[config.mk]
export PLATFORM = sky130hd
export DESIGN_NAME = tmm_tile_sequencer
export DESIGN_NICKNAME = d
export VERILOG_FILES = /design/src/rtl/tmm_tile_sequencer.sv
export SDC_FILE = /design/constraint.sdc
export NUM_CORES = 1
export LEC_CHECK = 0
export ABC_AREA = 1
export CAP_MARGIN = 20
export CORE_AREA = 2 2 67 56
export CTS_BUF_LIST = sky130_fd_sc_hd__clkbuf_16
export DETAILED_ROUTE_END_ITERATION = 8
export DIE_AREA = 0 0 69 58
export GPL_ROUTABILITY_DRIVEN = 1
export PLACE_DENSITY = 0.65
export SYNTH_ARGS = -nofsm -noshare
export SYNTH_HDL_FRONTEND = slang
export SYNTH_SLANG_ARGS = --single-unit
[constraint.sdc]
create_clock -name clk -period 2.21 [get_ports clk]
set_input_delay 0.3315 -clock clk [delete_from_list [all_inputs] [get_ports clk]]
set_output_delay 0.3315 -clock clk [all_outputs]
set_load 0.05 [all_outputs]
[src/rtl/tmm_tile_sequencer.sv]
// Tile sequencer for the ternary systolic matmul array: beat counting, copy/clear strobes, streaming readout.
// Optional TMM_SEQ_NO_OVERRUN_EN holds the last beat of a tile so a copy never lands on an active readout.
module tmm_tile_sequencer #(
  parameter int ARRAY_SIZE = 4,
  parameter int K_BITS     = 8,
  parameter int PIPE_LAT   = 2,
  localparam int IDX_W     = (ARRAY_SIZE > 1) ? $clog2(ARRAY_SIZE) : 1
) (
  input  logic              clk,
  input  logic              reset,
  input  logic [K_BITS-1:0] cfg_k,
  input  logic              start,
  output logic              start_ready,
  input  logic              in_valid,
  output logic              in_ready,
  output logic              weight_gate,
  output logic              acc_reset,
  output logic              acc_copy,
  output logic              queue_restart,
  output logic              out_valid,
  output logic [IDX_W-1:0]  out_index,
  output logic              out_last,
  output logic              busy,
  output logic              overrun
);

  typedef enum logic {S_IDLE, S_LOAD} state_e;

  state_e              state_q;
  logic [K_BITS-1:0]   k_q, beat_cnt_q;
  logic [PIPE_LAT-1:0] tok_q;
  logic                rd_active_q;
  logic [IDX_W-1:0]    rd_idx_q;

  logic last_beat, hold_last, fire, fire_last, copy;

  // k_q - 1 wraps to all-ones when cfg_k was 0, giving the full 2^K_BITS beats.
  assign last_beat = (beat_cnt_q == k_q - K_BITS'(1));

`ifdef TMM_SEQ_NO_OVERRUN_EN
  int rd_rem;
  always_comb begin
    rd_rem    = ARRAY_SIZE - int'(rd_idx_q);
    // A token still in flight means a readout is about to start, so that blocks too.
    hold_last = (state_q == S_LOAD) && last_beat &&
                ((|tok_q) || (rd_active_q && (rd_rem > PIPE_LAT)));
  end
`else
  assign hold_last = 1'b0;
`endif

  assign in_ready      = (state_q == S_LOAD) && !hold_last;
  assign fire          = in_valid && in_ready;
  assign fire_last     = fire && last_beat;
  assign copy          = tok_q[PIPE_LAT-1];
  assign start_ready   = (state_q == S_IDLE);
  assign weight_gate   = !fire;
  assign acc_copy      = copy;
  assign acc_reset     = copy;
  assign queue_restart = copy;
  assign out_valid     = rd_active_q;
  assign out_index     = rd_idx_q;
  assign out_last      = rd_active_q && (rd_idx_q == IDX_W'(ARRAY_SIZE - 1));
  assign busy          = (state_q == S_LOAD) || (|tok_q);

  always_ff @(posedge clk or posedge reset) begin
    if (reset) begin
      state_q     <= S_IDLE;
      k_q         <= '0;
      beat_cnt_q  <= '0;
      tok_q       <= '0;
      rd_active_q <= 1'b0;
      rd_idx_q    <= '0;
    end else begin
      case (state_q)
        S_IDLE: if (start) begin
          state_q    <= S_LOAD;
          k_q        <= cfg_k;
          beat_cnt_q <= '0;
        end
        S_LOAD: if (fire) begin
          if (last_beat) begin
            beat_cnt_q <= '0;
            if (start) k_q <= cfg_k;
            else       state_q <= S_IDLE;
          end else begin
            beat_cnt_q <= beat_cnt_q + K_BITS'(1);
          end
        end
        default: state_q <= S_IDLE;
      endcase

      for (int i = PIPE_LAT - 1; i > 0; i--) tok_q[i] <= tok_q[i-1];
      tok_q[0] <= fire_last;

      // A fresh copy always wins and restarts the readout from entry 0.
      if (copy) begin
        rd_active_q <= 1'b1;
        rd_idx_q    <= '0;
      end else if (rd_active_q) begin
        if (rd_idx_q == IDX_W'(ARRAY_SIZE - 1)) begin
          rd_active_q <= 1'b0;
          rd_idx_q    <= '0;
        end else begin
          rd_idx_q <= rd_idx_q + IDX_W'(1);
        end
      end
    end
  end

`ifdef TMM_SEQ_NO_OVERRUN_EN
  assign overrun = 1'b0;
`else
  logic overrun_q;
  always_ff @(posedge clk or posedge reset) begin
    if (reset)                      overrun_q <= 1'b0;
    else if (copy && rd_active_q)   overrun_q <= 1'b1;
  end
  assign overrun = overrun_q;
`endif

endmodule

==> results of run 1 <==
==> stage by stage <==
stage                     worst slack (ns)  hold WS, ns
after floorplan                     0.5084       0.3334
after detailed placement            0.2231       0.3668
after global routing               0.05127       0.3887
after global placement              0.2614       0.3587
final                               0.1516       0.3781
after CTS                           0.1367       0.3809
==> cell type report <==
class | count | area share
tap | 42 | 0.03000
inverter | 26 | 0.05571
multi-input combinational | 126 | 0.3986
sequential | 23 | 0.3286
clock inverter | 1 | 0.002857
timing repair buffer | 26 | 0.1414
clock buffer | 3 | 0.04286
==> per-layer routing <==
layer,vias to the layer above,track usage,part of all wire
li1,617,-,-
met1,515,0.1978,0.50
met2,18,0.2582,0.46
met3,2,0.02783,0.031
met4,0,0.03361,0.0045
met5,-,0,0
==> worst paths after layout <==
path | slack [ns] | endpoint | startpoint | depth (start not counted)
setup / recovery | 0.15 | in_ready | in_ready$_DFF_PP0_ | 1
setup reg to reg | 0.22 | k_q[2]$_DFFE_PP0P_ | k_q[0]$_DFFE_PP0P_ | 14
min in group asynchronous | 0.41 | tok_q[0]$_DFF_PP0_ | reset | 3
hold / removal | 0.38 | tok_q[1]$_DFF_PP0_ | tok_q[0]$_DFF_PP0_ | 0
max in group asynchronous | 1.57 | k_q[5]$_DFFE_PP0P_ | reset | 3
hold reg to reg | 0.38 | tok_q[1]$_DFF_PP0_ | tok_q[0]$_DFF_PP0_ | 0
==> state kept, by name (all words and copies together), names as in the netlist <==
register / cells
beat_cnt_q: 8
out_valid: 1
k_q: 8
overrun: 1
in_ready: 1
out_index: 2
tok_q: 2
==> cell families after synthesis <==
family                   Yosys count  synth area share
AND/OR/NAND/NOR                  100            0.3502
buffers and inverters             32            0.1109
flip-flops                        23            0.4017
AO/OA/AOI/OAI                     13           0.04978
XOR/XNOR                          10           0.06113
adder cells (fa/ha/maj)            3           0.02620
==> power by group <==
group / total, mW / switching (mW) / internal (mW)
clock: 0.387 / 0.144 / 0.243
sequential: 0.615 / 0.103 / 0.512
combinational: 0.621 / 0.373 / 0.247
total: 1.62 / 0.620 / 1.00
==> layout by cell type (no fill, tap or decap), drive strengths merged <==
cell / n
clkbuf: 3
nor2: 19
xnor2: 5
clkdlybuf4s50: 21
o21ai: 6
nand2: 57
nand3: 12
nor3: 1
xor2: 5
nand4: 10
dfrtp: 23
o21bai: 1
inv: 24
clkinv: 3
a21oi: 6
ha: 3
buf: 5
nand3b: 1
==> impl_metrics.json, run 1 <==
{
  "regArea_um2": 575.6,
  "cp.required_ns": 1.88,
  "synth.distinct_cells": 29,
  "wl_mm": 2.864,
  "crit_family": "buffers and inverters",
  "ys_seq_elements": 23,
  "cts_resized": 0,
  "die_area_mm2": 0.004002,
  "grt_pass1_wl_mm": 4.830,
  "clk_latency_ns": 0.25,
  "tightest_slew_ns": 0.5004,
  "port_buffers": 23,
  "yosys.area.top_type_share": 0.4017,
  "cts-root-buf": "clkbuf_16",
  "drc": 0,
  "fin_tns_setup_ns": 0,
  "die_w_um": 69,
  "ant_nets": 0,
  "antenna_found_initial": 0,
  "cts_setup_buffers": 0,
  "cts.sinks": 23,
  "fin_crit_sh": 0.9314,
  "num_antenna_cells": 0,
  "worstSetupEndpointType": "output pin",
  "holdBufCountCts": 0,
  "grt_pass1_vias": 1103,
  "synth_edf_count": 0,
  "postSynthAreaPerCell_um2": 7.915,
  "fin_skew_ns": 0.004437,
  "finalMaxSlewViolations": 0,
  "synth_area_mm2": 0.001433,
  "fmax_mhz": 485.8,
  "num_rows": 19,
  "synthCells": 181,
  "vias": 1152,
  "leakage_nw": 0.9172,
  "finalSetupViolCount": 0,
  "syn_nets": 196,
  "slew_headroom": 0.6653,
  "final_net_count": 221,
  "hp-class": "reg -> reg",
  "finalHoldViolations": 0,
  "first_pass_iters": 4,
  "grt_max_degree": 24,
  "crit_path_start_kind": "flip-flop",
  "fill_cells": 325,
  "drv_cap": 0,
  "multi_input_area_um2": 698.2,
  "synth_ff_type": "dfrtp_1",
  "yosysWarnings": 0,
  "stdcell_count": 247,
  "die_h_um": 58,
  "clockBufferDepth": 2,
  "drive_above_1_share": 0.1561,
  "finalInstanceArea_mm2": 0.001752,
  "dpl_cell_area_mm2": 0.001672,
  "drtIter0Drc": 16,
  "core_region_area_mm2": 0.003328,
  "total_power_mw": 1.623,
  "synth.most_common_cell": "nand2_1",
  "start_util": 0.4305,
  "async_flop_share": 1.000,
  "htreeDepth": 1,
  "worstPathCellList": "clkdlybuf4s50_1",
  "synthTopCellsByCount": "nand2_1 (49), dfrtp_1 (23), inv_1 (19)",
  "ys_seq_area_frac": 0.4017,
  "dp.cells": 243,
  "crit_fanout": 8,
  "final_util": 0.5263,
  "slowest_stage": "clkdlybuf4s50_1",
  "io_pins": 24,
  "critPathKind": "reg -> out",
  "cts_buffers": 3,
  "tritoncts": "yes",
  "routedWlPerCell_um": 11.60,
  "clk_pin_slew_ns": 0.06,
  "period_needed_ns": 2.058,
  "place.gp.congestion": 0.8717,
  "outcome": "completed",
  "cp.buffers_inverters": 1,
  "synth_area_leaders": "dfrtp_1 (40%), nand2_1 (13%), inv_1 (5.0%)",
  "ir_drop_v": 0.0005146,
  "post_drt_via_cell_ratio": 4.664,
  "rsz0062_at_grt": "false",
  "dp_hpwl_mm": 2.345,
  "power_density_mw_per_mm2": 926.3,
  "layout-area-overhead-vs-synth_pct": 22.27,
  "yosys.area.top_type": "dfrtp_1",
  "overflow": 0,
  "slowest_delay_ns": 0.89,
  "track_usage": 0.1493,
  "crit_arrival_ns": 1.73
}
No activity file was read; power rests on OpenSTA's default activity.
==> run 2: changes to the inputs <==
--- a/config.mk
+++ b/config.mk
@@ -7,12 +7,13 @@
 export LEC_CHECK = 0
 export ABC_AREA = 1
 export CAP_MARGIN = 20
-export CORE_AREA = 2 2 67 56
+export CORE_AREA = 2 2 75 63
 export CTS_BUF_LIST = sky130_fd_sc_hd__clkbuf_16
 export DETAILED_ROUTE_END_ITERATION = 8
-export DIE_AREA = 0 0 69 58
+export DIE_AREA = 0 0 77 65
 export GPL_ROUTABILITY_DRIVEN = 1
-export PLACE_DENSITY = 0.65
+export MAX_ROUTING_LAYER = met4
+export PLACE_DENSITY = 0.53
 export SYNTH_ARGS = -nofsm -noshare
 export SYNTH_HDL_FRONTEND = slang
 export SYNTH_SLANG_ARGS = --single-unit
==> run 2 against run 1 <==
Maximum frequency rose by 0.81%. Non-clock buffer count rose by 1. Total power fell by 0.84%. Clock skew fell by 0.00077 ns. Critical path type unchanged.
==> impl_metrics.json, run 2 (same netlist as run 1, synthesis figures left out) <==
{
  "outcome": "completed",
  "finalSetupViolCount": 0,
  "power_density_mw_per_mm2": 903.7,
  "dp_hpwl_mm": 2.290,
  "first_pass_iters": 4,
  "dp.cells": 262,
  "multi_input_area_um2": 698.2,
  "holdBufCountCts": 0,
  "cts_buffers": 3,
  "die_area_mm2": 0.005005,
  "final_net_count": 222,
  "slew_headroom": 0.6631,
  "rsz0062_at_grt": "false",
  "cts-root-buf": "clkbuf_16",
  "place.gp.congestion": 0.8053,
  "total_power_mw": 1.609,
  "fin_skew_ns": 0.003666,
  "die_w_um": 77,
  "fmax_mhz": 489.8,
  "r2r_start": "k_q[0]$_DFFE_PP0P_",
  "core_region_area_mm2": 0.004349,
  "layout_common_cells": "nand2_1 (49), dfrtp_1 (23), clkdlybuf4s50_1 (21)",
  "switching_share": 0.3784,
  "fin_tns_setup_ns": 0,
  "fill_cells": 476,
  "slowest_delay_ns": 0.79,
  "num_rows": 22,
  "cp.required_ns": 1.88,
  "crit_arrival_ns": 1.71,
  "clk_latency_ns": 0.25,
  "top_regs": "beat_cnt_q: 8 flops, k_q: 8 flops",
  "regArea_um2": 575.6,
  "pwr-share-comb": 0.385,
  "grt_pass1_vias": 1005,
  "drv_cap": 0,
  "grt_max_degree": 24,
  "ant_nets": 0,
  "cp.buffers_inverters": 2,
  "period_needed_ns": 2.042,
  "drc": 0,
  "leakage_nw": 0.9227,
  "pwr-share-clk": 0.234,
  "finalHoldViolations": 0,
  "track_usage": 0.1229,
  "worstPathCellList": "ha_1, nand2_1, inv_1, clkdlybuf4s50_1",
  "routedWlPerCell_um": 10.55,
  "cts.sinks": 23,
  "port_buffers": 23,
  "hp-start": "tok_q[0]$_DFF_PP0_",
  "layout-area-overhead-vs-synth_pct": 24.28,
  "cts_setup_buffers": 0,
  "num_antenna_cells": 0,
  "cts_resized": 0,
  "tritoncts": "yes",
  "antenna_found_initial": 0,
  "fin_crit_sh": 0.9239,
  "worstSetupEndpointType": "output pin",
  "stdcell_count": 266,
  "p_seq_frac": 0.382,
  "htreeDepth": 1,
  "die_h_um": 65,
  "crit_path_start_kind": "flip-flop",
  "hp-class": "reg -> reg",
  "vias": 1146,
  "clk_pin_slew_ns": 0.06,
  "clockBufferDepth": 2,
  "slowest_stage": "clkdlybuf4s50_1",
  "overflow": 0,
  "crit_start": "out_index[0]$_DFFE_PP0P_",
  "start_util": 0.3294,
  "drtIter0Drc": 39,
  "drive_above_1_share": 0.1553,
  "finalMaxSlewViolations": 0,
  "power.switching_mw": 0.6088,
  "tightest_slew_ns": 0.5038,
  "post_drt_via_cell_ratio": 4.308,
  "final_common_cell": "nand2_1",
  "io_pins": 24,
  "crit_fanout": 3,
  "critPathKind": "reg -> out",
  "grt_pass1_wl_mm": 4.712,
  "crit_family": "buffers and inverters",
  "ir_drop_v": 0.0004464,
  "wl_mm": 2.806,
  "p_int_mw": 1.000
}
==> run 2: changes by cell type in the layout (fill, tap and decap cells not counted), sizes merged <==
| cell | previous run | this run |
|---|---|---|
| buf | 5 | 6 |
| clkinv | 3 | 2 |
| inv | 24 | 25 |
==> run 2: worst paths after layout <==
kind	end	slack [ns]	depth (start not counted)
worst min-delay path	tok_q[1]$_DFF_PP0_	0.38	0
min in group asynchronous	overrun$_DFFE_PP0P_	0.42	3
worst max-delay path	out_last	0.17	4
max in group asynchronous	beat_cnt_q[7]$_DFFE_PP0P_	1.56	3
worst min register to register	tok_q[1]$_DFF_PP0_	0.38	0
worst max register to register	k_q[7]$_DFFE_PP0P_	0.31	14
==> run 2: layer usage <==
| metal | track usage | share of wire | vias to the layer above | wire length [µm] |
|---|---|---|---|---|
| met2 | 0.1711 | 0.40 | 11 | 1125 |
| met3 | 0.01253 | 0.014 | 2 | 40 |
| li1 | - | - | 619 | - |
| met5 | - | 0 | - | 0 |
| met1 | 0.1832 | 0.57 | 514 | 1607 |
| met4 | 0.04688 | 0.012 | 0 | 34 |
==> run 2: cell type report <==
class                   instances  area share
clock buffers                   3     0.04216
flip-flops and latches         23      0.3233
clock inverters                 1    0.002108
repair buffers                 27      0.1434
well taps                      60     0.04216
multi-input cells             126      0.3921
inverters                      26     0.05481
==> run 2: stage by stage <==
step / instance area, µm² / hold WS, ns / util / setup WS, ns
2_1_floorplan: 1433 / 0.3334 / - / 0.5084
3_3_place_gp: 1702 / 0.3702 / 0.3913 / 0.2998
3_5_place_dp: 1702 / 0.3709 / 0.3913 / 0.2908
4_1_cts: 1780 / 0.3855 / 0.4094 / 0.1508
5_1_grt: 1780 / 0.3907 / 0.4094 / 0.06445
6_report: 1780 / 0.3818 / 0.4094 / 0.1682
==> run 2: power by group through the flow <==
stage | registers [mW] | clock network, mW | logic [mW]
2_1_floorplan | 0.664 | 0 | 0.421
3_3_place_gp | 0.621 | 0 | 0.629
3_5_place_dp | 0.621 | 0 | 0.627
4_1_cts | 0.613 | 0.388 | 0.630
5_1_grt | 0.630 | 0.408 | 0.703
6_report | 0.614 | 0.376 | 0.619
==> run 3: changes to the inputs <==
==> constraint.sdc (replaced) <==
create_clock -name clk -period 2.21 [get_ports clk]
set_input_delay 0.442 -clock clk [delete_from_list [all_inputs] [get_ports clk]]
set_output_delay 0.442 -clock clk [all_outputs]
set_load 0.05 [all_outputs]
==> run 3 against run 2 <==
Combinational power hardly changed. Utilization down 0.058 points. First-iteration DRC count grew 5.1%. Cell count is 0.38% lower. Clock-buffer cell count is the same. Clock power up 2%. Global-route usage increased by 1.3 points. Highest routed layer unchanged.
==> impl_metrics.json, run 3 (same netlist as run 1, synthesis figures left out) <==
{
  "crit_path_start_kind": "flip-flop",
  "critPathKind": "reg -> reg",
  "grt_pass1_vias": 1100,
  "cts-root-buf": "clkbuf_16",
  "start_util": 0.3294,
  "die_w_um": 77,
  "io_pins": 24,
  "crit_fanout": 17,
  "period_needed_ns": 1.962,
  "finalMaxSlewViolations": 0,
  "num_rows": 22,
  "layout_common_cells": "nand2_1 (49), dfrtp_1 (23), inv_1 (20)",
  "cp.required_ns": 2.35,
  "final_net_count": 221,
  "power_density_mw_per_mm2": 911.7,
  "place.gp.congestion": 0.8174,
  "vias": 1138,
  "cts_buffers": 3,
  "post_drt_via_cell_ratio": 4.294,
  "grt_pass1_wl_mm": 5.278,
  "port_buffers": 23,
  "crit_arrival_ns": 2.11,
  "drive_above_1_share": 0.1659,
  "fmax_mhz": 509.7,
  "cts.sinks": 23,
  "clockBufferDepth": 2,
  "track_usage": 0.1359,
  "finalHoldViolations": 0,
  "die_h_um": 65,
  "drtIter0Drc": 41,
  "routedWlPerCell_um": 11.00,
  "drc": 0,
  "dp_hpwl_mm": 2.289,
  "fin_tns_setup_ns": 0,
  "finalSetupViolCount": 0,
  "core_region_area_mm2": 0.004349,
  "clk_latency_ns": 0.25,
  "clk_pin_slew_ns": 0.06,
  "die_area_mm2": 0.005005,
  "ir_drop_v": 0.0003141,
  "first_pass_iters": 4,
  "layout-area-overhead-vs-synth_pct": 24.11,
  "outcome": "completed",
  "tightest_slew_ns": 0.5004,
  "rsz0062_at_grt": "false",
  "final_common_cell": "nand2_1",
  "cts_setup_buffers": 0,
  "fin_skew_ns": 0.002471,
  "antenna_found_initial": 0,
  "htreeDepth": 1,
  "num_antenna_cells": 0,
  "total_power_mw": 1.621,
  "hp-class": "reg -> reg",
  "slew_headroom": 0.6653,
  "leakage_nw": 0.9270,
  "overflow": 0,
  "drv_cap": 0,
  "wl_mm": 2.916,
  "worstSetupEndpointType": "flip-flop",
  "ant_nets": 0,
  "grt_max_degree": 24,
  "tritoncts": "yes",
  "top_regs": "beat_cnt_q: 8 flops, k_q: 8 flops",
  "fin_crit_sh": 0.8878,
  "holdBufCountCts": 0,
  "cts_resized": 0
}
## run 3: cell count changes in the layout (fill, tap and decap cells not counted), sizes merged
cell and change:
clkdlybuf4s50 -3, buf +2
## run 3: path summary, 6_finish.rpt
| path | startpoint | to | slack, ns | depth (start not counted) |
|---|---|---|---|---|
| worst min-delay path | tok_q[0]$_DFF_PP0_ | tok_q[1]$_DFF_PP0_ | 0.38 | 0 |
| max in group asynchronous | reset | beat_cnt_q[0]$_DFFE_PP0P_ | 1.46 | 3 |
| min in group asynchronous | reset | overrun$_DFFE_PP0P_ | 0.53 | 3 |
| worst max-delay path | k_q[0]$_DFFE_PP0P_ | k_q[4]$_DFFE_PP0P_ | 0.25 | 14 |
| worst max register to register | k_q[0]$_DFFE_PP0P_ | k_q[4]$_DFFE_PP0P_ | 0.25 | 14 |
| worst min register to register | tok_q[0]$_DFF_PP0_ | tok_q[1]$_DFF_PP0_ | 0.38 | 0 |
## run 3: cell type report
| class | instances | area [µm²] |
|---|---|---|
| inverter | 26 | 97.59 |
| clock buffer | 3 | 75.07 |
| timing repair buffer | 26 | 252.7 |
| tap | 60 | 75.07 |
| sequential | 23 | 575.6 |
| multi-input combinational | 126 | 698.2 |
| clock inverter | 1 | 3.754 |
| fill | 475 | 2571 |
## run 3: critical path, stage by stage, from the launching register on
cell,delay [ns]
dfrtp_1,0.40
inv_2,0.08
ha_1,0.31
nand2_1,0.07
inv_1,0.03
nor2_1,0.07
nand2_1,0.07
nor2_2,0.11
nand3_1,0.08
nor2_2,0.13
nand2_4,0.10
nand2_8,0.13
nand3_4,0.12
nand2_1,0.08
nand2_1,0.05
## run 3: metrics by stage
step | hold WS, ns | instances | setup slack, ns | instance area [µm²] | utilization
finish | 0.3766 | 265 | 0.2480 | 1778 | 0.4088
global route | 0.3910 | 265 | 0.03335 | 1778 | 0.4088
global placement | 0.3624 | 261 | 0.2321 | 1699 | 0.3907
floorplan | 0.3546 | 181 | 0.5058 | 1433 | -
CTS | 0.3802 | 265 | 0.2214 | 1778 | 0.4088
detailed placement | 0.3668 | 261 | 0.2037 | 1699 | 0.3907
## run 3: layer usage
metal  GRT usage  vias up  wire length [µm]
met4     0.05357        0                27
met3     0.01253        2                80
met1      0.2108      499              1668
met2      0.1787       17              1139
met5           -        -                 0
li1            -      620                 -
## run 3: power by group
group	leakage [nW]	switching, mW	internal, mW
registers	0.294	0.107	0.512
logic	0.590	0.369	0.249
clock network	0.0423	0.142	0.241
total	0.927	0.618	1.00
